**config.mk**
```make
export PLATFORM = sky130hd
export DESIGN_NAME = sn74ls245_busctl_flat
export DESIGN_NICKNAME = d
export VERILOG_FILES = /design/src/rtl/sn74ls245_busctl_if.sv /design/src/rtl/sn74ls245_busctl.sv /design/src/flat_wrapper.sv
export SDC_FILE = /design/constraint.sdc
export NUM_CORES = 1
export LEC_CHECK = 0
export CAP_MARGIN = 20
export CORE_ASPECT_RATIO = 1.1
export CORE_MARGIN = 4
export CORE_UTILIZATION = 25
export DETAILED_ROUTE_END_ITERATION = 6
export GPL_TIMING_DRIVEN = 0
export MAX_ROUTING_LAYER = met4
export SYNTH_ARGS = -nofsm -noshare
export SYNTH_HDL_FRONTEND = slang
export SYNTH_SLANG_ARGS = --single-unit
```
**constraint.sdc**
```tcl
create_clock -name clk -period 2.07 [get_ports clk]
set_input_delay 0.3105 -clock clk [delete_from_list [all_inputs] [get_ports clk]]
set_output_delay 0.3105 -clock clk [all_outputs]
set_load 0.03 [all_outputs]
```
**src/rtl/sn74ls245_busctl_if.sv**
```systemverilog
// Bus bundle between the local master / '245 A-side pads and the sn74ls245_busctl sequencer.
// The A-side tristate is split into a_o/a_oe/a_i; the pad ring builds a = a_oe ? a_o : 'z.
interface sn74ls245_busctl_if;
  logic       req;
  logic       we;
  logic [7:0] wdata;
  logic       rdy;
  logic       ack;
  logic       err;
  logic [7:0] rdata;
  logic [7:0] a_o;
  logic       a_oe;
  logic [7:0] a_i;
  logic       e_;
  logic       dir;

  modport master (
    output req, we, wdata, rdy, a_i,
    input  ack, err, rdata, a_o, a_oe, e_, dir
  );

  modport slave (
    input  req, we, wdata, rdy, a_i,
    output ack, err, rdata, a_o, a_oe, e_, dir
  );
endinterface

```
**src/rtl/sn74ls245_busctl.sv**
```systemverilog
// A-side sequencer for an sn74ls245 transceiver: req/ack transfers to e_/dir control with bus turnaround.
// Optional ACTIVE-phase timeout is built when XCVR_TIMEOUT_EN is defined.
module sn74ls245_busctl #(
  parameter int WR_CYC   = 2,
  parameter int RD_CYC   = 2,
  parameter int TURN_CYC = 1,
  parameter int TIMEOUT  = 16
) (
  input  logic             clk,
  input  logic             clr_,
  sn74ls245_busctl_if.slave bus
);

  localparam logic [2:0] S_IDLE   = 3'd0;
  localparam logic [2:0] S_TURN   = 3'd1;
  localparam logic [2:0] S_SETUP  = 3'd2;
  localparam logic [2:0] S_ACTIVE = 3'd3;
  localparam logic [2:0] S_HOLD   = 3'd4;
  localparam logic [2:0] S_DONE   = 3'd5;

  localparam int MAX_A   = (WR_CYC > RD_CYC) ? WR_CYC : RD_CYC;
  localparam int MAX_B   = (MAX_A > TURN_CYC) ? MAX_A : TURN_CYC;
  localparam int CNT_MAX = (MAX_B > TIMEOUT) ? MAX_B : TIMEOUT;
  localparam int CW      = $clog2(CNT_MAX + 1) + 1;

  localparam logic [CW-1:0] WR_MIN   = CW'(WR_CYC);
  localparam logic [CW-1:0] RD_MIN   = CW'(RD_CYC);
  localparam logic [CW-1:0] TURN_MIN = CW'(TURN_CYC);
  localparam logic [CW-1:0] CNT_SAT  = CW'(CNT_MAX);

  logic [2:0]    r_state;
  logic [CW-1:0] r_cnt;
  logic          r_we;
  logic [7:0]    r_wdata;
  logic          r_dir;
  logic [7:0]    r_rdata;
  logic          r_err;

  logic [CW-1:0] w_min;
  logic          w_done;
  logic          w_tmo;

  // r_cnt holds the number of the current cycle within TURN/ACTIVE (first cycle = 1).
  assign w_min  = r_we ? WR_MIN : RD_MIN;
  assign w_done = (r_cnt >= w_min) && bus.rdy;

`ifdef XCVR_TIMEOUT_EN
  assign w_tmo = !w_done && (r_cnt >= CW'(TIMEOUT));
`else
  assign w_tmo = 1'b0;
`endif

  always_ff @(posedge clk or negedge clr_) begin
    if (!clr_) begin
      r_state <= S_IDLE;
      r_cnt   <= '0;
      r_we    <= 1'b0;
      r_wdata <= 8'h00;
      r_dir   <= 1'b0;
      r_rdata <= 8'h00;
      r_err   <= 1'b0;
    end else begin
      case (r_state)
        S_IDLE: begin
          r_cnt <= CW'(1);
          if (bus.req) begin
            r_we    <= bus.we;
            r_wdata <= bus.wdata;
            r_err   <= 1'b0;
            // dir only ever moves here, while e_ is high, and always through TURN.
            if (bus.we != r_dir) begin
              r_dir   <= bus.we;
              r_state <= S_TURN;
            end else begin
              r_state <= S_SETUP;
            end
          end
        end
        S_TURN: begin
          if (r_cnt >= TURN_MIN) begin
            r_state <= S_SETUP;
          end else begin
            r_cnt <= r_cnt + CW'(1);
          end
        end
        S_SETUP: begin
          r_cnt   <= CW'(1);
          r_state <= S_ACTIVE;
        end
        S_ACTIVE: begin
          if (w_done) begin
            if (!r_we) begin
              r_rdata <= bus.a_i;
            end
            r_state <= S_HOLD;
          end else if (w_tmo) begin
            r_err   <= 1'b1;
            r_state <= S_HOLD;
          end else if (r_cnt != CNT_SAT) begin
            r_cnt <= r_cnt + CW'(1);
          end
        end
        S_HOLD: begin
          r_state <= S_DONE;
        end
        S_DONE: begin
          r_cnt   <= '0;
          r_state <= S_IDLE;
        end
        default: begin
          r_state <= S_IDLE;
        end
      endcase
    end
  end

  // Write data is presented one cycle before e_ falls and held one cycle after it rises.
  assign bus.a_oe  = r_we && ((r_state == S_SETUP) || (r_state == S_ACTIVE) || (r_state == S_HOLD));
  assign bus.a_o   = r_wdata;
  assign bus.e_    = (r_state != S_ACTIVE);
  assign bus.dir   = r_dir;
  assign bus.ack   = (r_state == S_DONE);
  assign bus.err   = r_err;
  assign bus.rdata = r_rdata;

endmodule
```
**src/flat_wrapper.sv**
```systemverilog
// flat-port wrapper written by rule: the top's interface ports become plain ports
module sn74ls245_busctl_flat 
#(
  parameter int WR_CYC   = 2,
  parameter int RD_CYC   = 2,
  parameter int TURN_CYC = 1,
  parameter int TIMEOUT  = 16
)
  (clk, clr_, bus_req, bus_we, bus_wdata, bus_rdy, bus_a_i, bus_ack, bus_err, bus_rdata, bus_a_o, bus_a_oe, bus_e_, bus_dir);
  sn74ls245_busctl_if bus_i ();
  input  logic clk;
  input  logic clr_;
  input wire logic [$bits(bus_i.req)-1:0] bus_req;
  input wire logic [$bits(bus_i.we)-1:0] bus_we;
  input wire logic [$bits(bus_i.wdata)-1:0] bus_wdata;
  input wire logic [$bits(bus_i.rdy)-1:0] bus_rdy;
  input wire logic [$bits(bus_i.a_i)-1:0] bus_a_i;
  output wire logic [$bits(bus_i.ack)-1:0] bus_ack;
  output wire logic [$bits(bus_i.err)-1:0] bus_err;
  output wire logic [$bits(bus_i.rdata)-1:0] bus_rdata;
  output wire logic [$bits(bus_i.a_o)-1:0] bus_a_o;
  output wire logic [$bits(bus_i.a_oe)-1:0] bus_a_oe;
  output wire logic [$bits(bus_i.e_)-1:0] bus_e_;
  output wire logic [$bits(bus_i.dir)-1:0] bus_dir;
  assign bus_i.req = bus_req;
  assign bus_i.we = bus_we;
  assign bus_i.wdata = bus_wdata;
  assign bus_i.rdy = bus_rdy;
  assign bus_i.a_i = bus_a_i;
  assign bus_ack = bus_i.ack;
  assign bus_err = bus_i.err;
  assign bus_rdata = bus_i.rdata;
  assign bus_a_o = bus_i.a_o;
  assign bus_a_oe = bus_i.a_oe;
  assign bus_e_ = bus_i.e_;
  assign bus_dir = bus_i.dir;
  sn74ls245_busctl #(.WR_CYC(WR_CYC), .RD_CYC(RD_CYC), .TURN_CYC(TURN_CYC), .TIMEOUT(TIMEOUT)) u_core (.clk(clk), .clr_(clr_), .bus(bus_i));
endmodule
```
**Yosys cells after proc, flatten, opt, wreduce, memory -nomap -nowiden**

Index checks and enable logic that the tools add are counted.

- Flip-flop bits (word level): 27
- Bits of input ports: 21
- Output and inout bits: 21
- Logic and storage cells: 45

- Add/subtract/negate cells: 1
- Order comparisons: 2
- Eq/ne operators: 14
- Multiplexer cells: 9
- Bitwise logic cells: 1
- Reductions and logical operators: 12

Operators with widths:

| operator | count |
|---|---|
| $pmux W6 S4 | 1 |
| $mux W6 | 3 |
| $pmux W3 S5 | 1 |
| $mux W3 | 3 |
| $reduce_and A3 Y1 | 3 |
| $add A6 B1 Y6 const B | 1 |
| $eq A3 B2 Y1 const B | 2 |
| $eq A3 B3 Y1 const B | 2 |
| $ge A6 B1 Y1 const B | 1 |
| $ge A6 B2 Y1 const B | 1 |
| $ne A2 B1 Y1 const B | 3 |
| $ne A2 B2 Y1 const B | 3 |
| $ne A6 B5 Y1 const B | 1 |
| $reduce_and A4 Y1 | 1 |
| $reduce_bool A4 Y1 | 1 |
| $eq A3 B1 Y1 const B | 1 |
| $logic_not A3 Y1 | 1 |
| $ne A3 B2 Y1 const B | 1 |
| $logic_and A1 B1 Y1 | 2 |
| $logic_or A1 B1 Y1 | 2 |
| $mux W2 | 1 |
| $reduce_and A2 Y1 | 1 |
| $reduce_or A2 Y1 | 1 |
| $ne A1 B1 Y1 | 1 |
| $not A1 Y1 | 1 |

**Longest topological paths before layout**

- Word-level depth: 4
- Depth in mapped cells: 7
- Gate-level depth less buffers: 7

**Worst setup path before layout**

Ideal clock, no wire load.

- Path type: register to register
- Start: register u_core.r_cnt[2]
- End: register u_core.r_rdata[0] (netlist: u_core.bus.rdata[0])
- Library setup time: 125 ps
- Data arrival time: 1,820 ps
- Required time: 1,945 ps
- Path slack: 126 ps
- Cell stages (with the launch flop): 7
- Cells stage by stage: dfrtp_1 buf_6 or3_4 o41ai_4 or3_1 buf_2 mux2_2

- Word-level cells in the longest chain between the ends: 3

RTL lines:

| item | line | RTL |
|---|---|---|
| from (decl) | sn74ls245_busctl.sv:32 | `logic [CW-1:0] r_cnt;` |
| from (signal assigned) | sn74ls245_busctl.sv:83 | `r_cnt <= r_cnt + CW'(1);` |
| from (signal assigned) | sn74ls245_busctl.sv:100 | `r_cnt <= r_cnt + CW'(1);` |
| $ge A6 B2 Y1 | sn74ls245_busctl.sv:45 | `assign w_done = (r_cnt >= w_min) && bus.rdy;` |
| $logic_and A1 B1 Y1 | sn74ls245_busctl.sv:45 |  |
| $reduce_and A3 Y1 (no line) | n/a |  |
| to (signal assigned) | sn74ls245_busctl.sv:93 | `r_rdata <= bus.a_i;` |
| to (decl) | sn74ls245_busctl.sv:36 | `logic [7:0] r_rdata;` |

No other way between the ends.
A chain may end at the register's enable or synchronous reset.

**Worst setup path in the final report**

- Start: register u_core.r_cnt[2]
- End: register u_core.r_rdata[7] (netlist: u_core.bus.rdata[7])

The elaborated chain is that of the path after synthesis.

==> metrics.md <==
| Metric | Value |
|---|---|
| H-tree levels | 1 |
| Part of the cycle the worst path needs | 96.1% |
| Slowest stage cell, crit path | dfrtp_1 |
| Cell family with most CP delay | simple AND/OR/NAND/NOR gates |
| Critical R2R Launch | u_core.r_cnt[2] |
| Chip height | 86.2 um |
| Die Wd | 79.1 um |
| Crit. End Element | register |
| N_diodes | 0 |
| Largest area contributor in the netlist | dfrtp_1 |
| Cells along the critical path | buf_6, or3_4, o41ai_4, buf_4, or3_1, buf_6, mux2_4 |
| Critical Path RT | 2.23 ns |
| Layout cell share with drive strength beyond 1 | 22.4% |
| Synth warn | 0 |
| Power after layout | 3.12 mW |
| CTS tree | yes |
| Syn nets | 151 |
| VDD IR max | 741 uV |
| Final Skew | 0.00629 ns |
| Slew Limit Headroom | 54.9% |
| Sequential fraction of the synthesis area | 48.6% |
| Vias in the first global route | 1100 |
| RSZ-0062 raised after global routing | false |
| Sw Ratio | 42.7% |
| P_sw | 1.33 mW |
| I/O Pins | 42 |
| HPWL after DPL | 2.35 mm |
| Core area | 5400 um2 |
| DRC violations left | 0 |
| TritonRoute pass-1 iters | 4 |
| Leak | 0.875 nW |
| Least-Margin Pin Slew | 0.675 ns |
| Final WL | 3.22 mm |
| Clock share of power | 9.4% |
| Area fraction of the dominant cell type after synthesis | 48.6% |
| Ys async rst share | 100% |
| Nature of the critical path startpoint | register |
| Final hold vios | 0 |
| Crit path DAT | 2.15 ns |
| Post-Syn Area | 1390 um2 |
| Final Cell Area | 2020 um2 |
| Fin. max-slew vios | 0 |
| Commonest non-fill, non-tap cells in the layout | clkdlybuf4s50_1, dfrtp_1, a21oi_1 |
| DP Area | 1910 um2 |
| DRT iter0 DRCs | 72 |
| Critical path buffers and inverters | 3 |
| Final nets | 201 |
| GPL Wtd Cong | 0.830 |
| CP max FO | 8 |
| Wirelength per Cell | 12.9 um |
| Routed Antenna Nets | 0 |
| Worst-Skew Late Latency | 0.27 ns |
| Cts bufs inserted | 3 |
| First-pass GRT wire length | 5.16 mm |
| Std-Cell Rows | 28 |
| Register share of total power | 29.6% |
| HP Class | input port to asynchronous set/reset pin |
| Setup WS post-layout | 0.0800 ns |
| Grt ovf | 0 |
| Worst setup path start | u_core.r_cnt[2] |
| Max Clock Freq | 503 MHz |
| Setup TNS | 0 ns |
| Status | finished, final reports clean |
| Syn Area/Cell | 11.1 um2 |
| Clock Sinks | 27 |
| Commonest non-fill, non-tap cell in the layout | clkdlybuf4s50_1 |
| Combinational power share | 61.0% |
| Count of hold-fix buffers inserted at cts | 0 |
| Synth Register Bits | 27 |
| Crit-path most repeated cell | buf_6 |
| Clock Pin Slew Worst Setup and Hold Paths | 0.09 ns |
| Gate Count Post-Synth | 125 |
| Dpl ws | -0.125 ns |
| Int Pwr | 1.79 mW |
| Post-synth EDFFs | 0 |
| Pwr Density | 1550 nW/um2 |
| Largest net degree at the start of global routing | 17 |
| Overall die area | 6820 um2 |
| Vias/cell | 4.48 |
| Global Route Usage Sum | 9.65% |
| Max clock buf depth | 2 |
| Max Cap Viol | 0 |
| Final Setup Violations | 0 |
| Port Buf Inserts | 40 |
| Initial core utilization | 25.8% |
| Initial antenna violation count | 0 |
| Synth unique cells | 38 |
| Critical path class | register to register |
| Area grow syn2layout | 45.3% |
| Clock root buffer master | clkbuf_8 |
| Post-route core utilization | 37.5% |
| Minimum clock period | 1.99 ns |
| Routed via count | 1115 |
| Synth top area cells | dfrtp_1, mux2_2, ha_1, a21oi_1, o21ai_0 |
| Max incr delay on CP | 0.38 ns |
| Ys flop type | dfrtp_1 |
[synthesized netlist by cell type (2+ instances only)]
master	n
dfrtp_1	27
mux2_2	15
a21oi_1	10
inv_1	8
o21ai_0	7
ha_1	5
nand2_1	5
nor2_1	5
or3_1	5
nand3_1	4
buf_2	3
and3_1	2
clkbuf_1	2
nand2b_1	2
o211ai_1	2
[routing by layer]
| layer | GRT usage (%) | vias to the layer above | wire length, um |
|---|---|---|---|
| met1 | 12.3 | 532 | 1430 |
| met4 | 1.41 | 0 | 9 |
| met2 | 15.8 | 36 | 1590 |
| met3 | 2.60 | 2 | 190 |
| met5 | - | - | 0 |
| li1 | - | 545 | - |
[worst register-to-register path, cell delays in order (launching register included)]
cell     delay [ns]
dfrtp_1        0.38
buf_6          0.12
or3_4          0.38
o41ai_4        0.24
buf_4          0.18
or3_1          0.11
buf_6          0.16
mux2_4         0.32
[metrics by stage]
stage | hold WS, ns | cells
final | 0.444 | 249
after global routing | 0.472 | 249
after CTS | 0.455 | 249
after detailed placement | 0.481 | 241
after global placement | 0.475 | 240
after floorplan | 0.0149 | 125
[worst paths after layout]
| check | end | slack, ns | cells after the start |
|---|---|---|---|
| hold / removal | u_core.bus.rdata[1] | 0.44 | 1 |
| hold reg to reg | u_core.bus.a_o[2] | 0.51 | 1 |
| setup / recovery | u_core.bus.rdata[7] | 0.08 | 7 |
| setup reg to reg | u_core.bus.rdata[7] | 0.08 | 7 |
| min in group clk | u_core.bus.a_o[2] | 0.51 | 1 |
| max in group asynchronous | u_core.r_cnt[5] | 1.11 | 2 |
[cells by family (layout without fill, tap and decap cells)]
logic type / Yosys count / in the layout / synth area share (%)
compound gates: 31 / 31 / 16.5
other cells: 1 / 1 / 0.270
mux: 16 / 16 / 12.9
simple gates: 29 / 29 / 11.5
flops: 27 / 27 / 48.6
fa+ha+maj: 5 / 5 / 4.50
buf+inv: 15 / 64 / 5.13
xor+xnor: 1 / 1 / 0.630
[registers in the layout, indices dropped and copies added (netlist names)]
register / cells
u_core.bus.dir: 1
u_core.bus.a_o: 8
u_core.r_we: 1
u_core.r_cnt: 6
u_core.r_state: 3
u_core.bus.rdata: 8
[power groups by stage]
stage | registers, mW | clock network (mW) | logic [mW]
finish | 0.924 | 0.294 | 1.91
global route | 0.962 | 0.338 | 2.05
CTS | 0.918 | 0.320 | 1.92
detailed placement | 0.924 | 0 | 1.81
global placement | 0.916 | 0 | 1.80
floorplan | 1.24 | 0 | 0.854
[final cells by class]
type                            count  area [um2]
Clock buffer                        4        45.0
Inverter                            8        30.0
Fill cell                         556        3370
Buffer                              7        48.8
Tap cell                           75        93.8
Sequential cell                    27         677
Multi-Input combinational cell     83         681
Timing Repair Buffer               45         447
[repair_timing]
action	CTS	global route
gates cloned	0	0
pin swaps	5	1
gates resized for setup	14	6
setup endpoints to repair	13	14
setup buffers	4	0
No activity file was read; power rests on OpenSTA's default activity.
